File: config.mk
export PLATFORM = sky130hd
export DESIGN_NAME = fifo_read_ctrl
export DESIGN_NICKNAME = d
export VERILOG_FILES = /design/src/rtl/fifo_read_ctrl.sv
export SDC_FILE = /design/constraint.sdc
export NUM_CORES = 1
export LEC_CHECK = 0
export BUFFER_PORTS_ARGS = -buffer_cell sky130_fd_sc_hd__buf_2
export CORE_MARGIN = 3
export CORE_UTILIZATION = 51
export DETAILED_ROUTE_END_ITERATION = 8
export PLACE_DENSITY_LB_ADDON = 0.15
export RECOVER_POWER = 25
export REMOVE_ABC_BUFFERS = 1
export SLEW_MARGIN = 40
export SYNTH_ARGS = -nofsm -noshare
export SYNTH_HDL_FRONTEND = slang
export SYNTH_SLANG_ARGS = --single-unit
File: constraint.sdc
create_clock -name r_clk -period 5.3 [get_ports r_clk]
set_input_delay 0.265 -clock r_clk [delete_from_list [all_inputs] [get_ports r_clk]]
set_output_delay 0.265 -clock r_clk [all_outputs]
set_load 0.005 [all_outputs]
File: src/rtl/fifo_read_ctrl.sv
// Read-domain side of the async FIFO: read pointers, write-pointer
// synchronizer, and the registered empty/level/almost-empty status.
module fifo_read_ctrl #(
   parameter int Address = 2
) (
   input  logic               r_clk,
   input  logic               r_rst,
   input  logic [Address:0]   w_gptr,
   input  logic               r_req,
   output logic               r_en,
   output logic [Address:0]   r_addr,
   output logic [Address:0]   r_gptr,
   output logic               empty,
   output logic               almost_empty,
   output logic [Address:0]   r_level,
   output logic               r_valid,
   output logic               underflow
);

   logic [Address:0] r_bin;
   logic [Address:0] r_gray;
   logic [Address:0] r_wq1;
   logic [Address:0] r_wq2;
   logic [Address:0] r_lvl;
   logic             r_empty;
   logic             r_aempty;
   logic             r_vld;
   logic             r_unf;

   logic [Address:0] w_bin_next;
   logic [Address:0] w_gray_next;
   logic [Address:0] w_wbin;
   logic [Address:0] w_lvl_next;

   assign r_en        = r_req & ~r_empty;
   assign w_bin_next  = r_bin + (Address+1)'(r_en);
   assign w_gray_next = w_bin_next ^ (w_bin_next >> 1);

   // Gray-to-binary of the synchronized write pointer: bit i is the
   // XOR of all Gray bits at and above i.
   always_comb begin
      w_wbin = '0;
      for (int i = 0; i <= Address; i++) begin
         w_wbin[i] = ^(r_wq2 >> i);
      end
   end

   assign w_lvl_next = w_wbin - w_bin_next;

   always_ff @(posedge r_clk) begin
      if (r_rst) begin
         r_bin    <= '0;
         r_gray   <= '0;
         r_wq1    <= '0;
         r_wq2    <= '0;
         r_lvl    <= '0;
         r_empty  <= 1'b1;
         r_aempty <= 1'b1;
         r_vld    <= 1'b0;
         r_unf    <= 1'b0;
      end else begin
         r_wq1    <= w_gptr;
         r_wq2    <= r_wq1;
         r_bin    <= w_bin_next;
         r_gray   <= w_gray_next;
         r_empty  <= (w_gray_next == r_wq2);
         r_lvl    <= w_lvl_next;
         r_aempty <= (w_lvl_next <= (Address+1)'(1));
         r_vld    <= r_en;
         r_unf    <= r_req & r_empty;
      end
   end

   assign r_addr       = r_bin;
   assign r_gptr       = r_gray;
   assign empty        = r_empty;
   assign almost_empty = r_aempty;
   assign r_level      = r_lvl;
   assign r_valid      = r_vld;
   assign underflow    = r_unf;

endmodule

==> impl_metrics.py <==
metrics = {
    "global_route": {
        "antenna_found_initial": 0,
        "grt.total_usage": 0.1217,
        "grt_pass1_vias": 388,
        "grt-ovfl-total": 0,
        "grt_pass1_wl_mm": 1.573,
        "grt_max_degree": 18,
    },
    "flow_run": {
        "maxCapViolCount": 0,
    },
    "clock_tree": {
        "cts_max_path_buffers": 2,
        "clk_pin_slew_ns": 0.09,
        "cts_tree": "done",
        "clock_latency_ns": 0.29,
        "cts_resized": 0,
        "post_cts_buffers": 0,
        "clock-sinks": 18,
        "cts_made_buffers": 3,
        "htreeDepth": 1,
        "cts-root-buf": "clkbuf_4",
        "hold_buffers": 0,
    },
    "min_path": {
        "whs_endpoint": "r_wq1[2]",
        "hp-start": "w_gptr[2]",
        "min-delay-path-class": "in2reg",
        "hold_path_depth": 2,
    },
    "logic_synthesis": {
        "synth_common_cells": "dfxtp_1 (18), nor2b_1 (9), nor2_1 (8)",
        "yosysSeqAreaShare": 0.5373,
        "synth.area.top_cells": "dfxtp_1 (54%), nor2b_1 (8.4%), xnor2_1 (5.2%)",
        "synth_most_common_cell": "dfxtp_1",
        "synth_top_area_cell": "dfxtp_1",
        "synth_edf_count": 0,
        "postSynthAreaPerCell_um2": 11.37,
        "synth_top_area_frac": 0.5373,
        "yosysWarnings": 0,
        "ys_types": 17,
        "syn_area_um2": 670.6,
        "ys_seq_elements": 18,
        "netlist_instances": 59,
        "synthFlopType": "dfxtp_1",
        "async_reset_ff_frac": 0,
    },
    "floorplanning": {
        "num_rows": 12,
        "die_area_um2": 1786,
        "die_w_um": 42.26,
        "initial_utilization": 0.5726,
        "die_y_um": 42.26,
        "core_um2": 1171,
        "ios": 20,
    },
    "sta": {
        "setup_tns_ns": 0,
        "finalMaxSlewViolations": 0,
        "fin_crit_ns": 2.120,
        "tightest_slew_ns": 0.6898,
        "setup_viol": 0,
        "rsz0062_at_grt": "false",
        "relSlewSlack": 0.5401,
        "timing.fmax_mhz": 471.7,
        "final_hold_viol_count": 0,
        "skew_ns": 0.002334,
        "post-route-period-util": 0.4000,
    },
    "routing": {
        "drc": 0,
        "drt-wirelength-per-cell_um": 10.65,
        "wirelength_um": 990,
        "num_vias": 442,
        "firstDrtPassIters": 3,
        "avgViaCountPerCell": 4.753,
        "dr.first_iter.drc_count": 4,
        "detail-route-antenna-nets": 0,
    },
    "critical_path": {
        "endpoint_kind": "flip-flop",
        "worstSetupPathType": "reg2reg",
        "startpoint_type": "flip-flop",
        "path_max_fanout": 5,
        "reg2reg_from": "empty",
        "reg2reg_depth": 9,
        "r2r-end": "almost_empty",
        "critPathRequiredTime_ns": 5.49,
        "arrival_ns": 2.31,
        "cp-startpoint": "empty",
        "reg2reg_slack_ns": 3.18,
    },
    "power": {
        "leakagePower_uw": 0.0003750,
        "powerDensity_nw_per_um2": 332.3,
        "vdd.ir_drop.worst_uv": 177.5,
    },
    "placed_design": {
        "post-dp-hpwl_um": 749.1,
        "gp_congestion": 0.7434,
        "io_buffers": 19,
        "placed_area_um2": 768.2,
    },
    "cells_and_area": {
        "num_antenna_cells": 0,
        "nFillCells": 97,
        "final_util": 0.6677,
        "drive_gt1_frac": 0.2785,
        "area_delta_synth_final_pct": 16.60,
        "layout.nets": 90,
        "design_area_um2": 782.0,
    },
    "run_status": {
        "status": "complete, no violations",
    },
}
==> routing by layer <==
layer	wire length [um]	track usage	vias up
li1	-	-	222
met1	410	0.1233	199
met2	472	0.1945	16
met3	73	0.05150	5
met4	35	0.09317	0
met5	0	0	-
==> how the worst max path moves through the flow <==
stage / to / depth (start not counted)
global placement: almost_empty / 10
global route: almost_empty / 9
finish: almost_empty / 9
floorplan: almost_empty / 9
detailed placement: almost_empty / 10
CTS: almost_empty / 9
==> critical path, cell delays in order, from the launching register on <==
cell and delay [ns]:
dfxtp_1 0.33, nor2b_1 0.29, and2_1 0.18, ha_1 0.21, inv_1 0.12, fa_1 0.44
xor2_1 0.16, xnor2_1 0.13, nor2_1 0.13, nor2_1 0.05
==> final cells by class <==
| cell class | instances | area, um^2 | area share |
|---|---|---|---|
| flip-flops and latches | 18 | 360.3 | 0.4608 |
| multi-input cells | 37 | 280.3 | 0.3584 |
| repair buffers | 19 | 93.84 | 0.1200 |
| clock buffers | 3 | 22.52 | 0.02880 |
| well taps | 14 | 17.52 | 0.02240 |
| inverters | 2 | 7.507 | 0.009600 |
==> cell usage in the layout (no fill, tap or decap) <==
master,n
nand2_1,2
a21o_1,1
and2_1,1
clkbuf_4,3
nand2b_1,1
o22ai_1,1
nor2b_1,10
xnor2_1,4
nor2_1,8
clkbuf_1,1
xor2_1,4
dfxtp_1,18
ha_1,2
inv_1,2
xnor2_2,1
fa_1,1
xnor3_1,1
buf_2,18
==> state kept, by name, indices dropped and copies added (netlist names) <==
register,cells
r_wq1,3
empty,1
r_valid,1
r_gptr,2
almost_empty,1
r_addr,3
r_level,3
r_wq2,3
underflow,1
==> cells by family (layout without fill, tap and decap cells) <==
kind of cell	after synthesis	in the layout	synth area share
AOI/OAI and AO/OA	2	2	0.02053
xor gates and xnor gates	10	10	0.1623
adders and majority gates	3	3	0.06716
buffers and inverters	4	24	0.03358
DFF	18	18	0.5373
and+or+nand+nor	22	22	0.1791
==> stage by stage <==
stage | hold slack (ns) | instances | power, uW | setup slack [ns]
4_1_cts | 0.1751 | 93 | 265.4 | 3.181
2_1_floorplan | 0.3317 | 57 | 183.5 | 3.312
3_3_place_gp | 0.4179 | 90 | 199.6 | 3.190
3_5_place_dp | 0.4298 | 90 | 201.1 | 3.135
6_report | 0.1783 | 93 | 259.8 | 3.180
5_1_grt | 0.1751 | 93 | 273.8 | 3.012
==> report_power, final <==
| part | switching [uW] | internal, uW |
|---|---|---|
| Clock | 38.0 | 26.4 |
| Sequential | 4.36 | 148 |
| Combinational | 20.0 | 23.6 |
No activity file was read; power rests on OpenSTA's default activity.
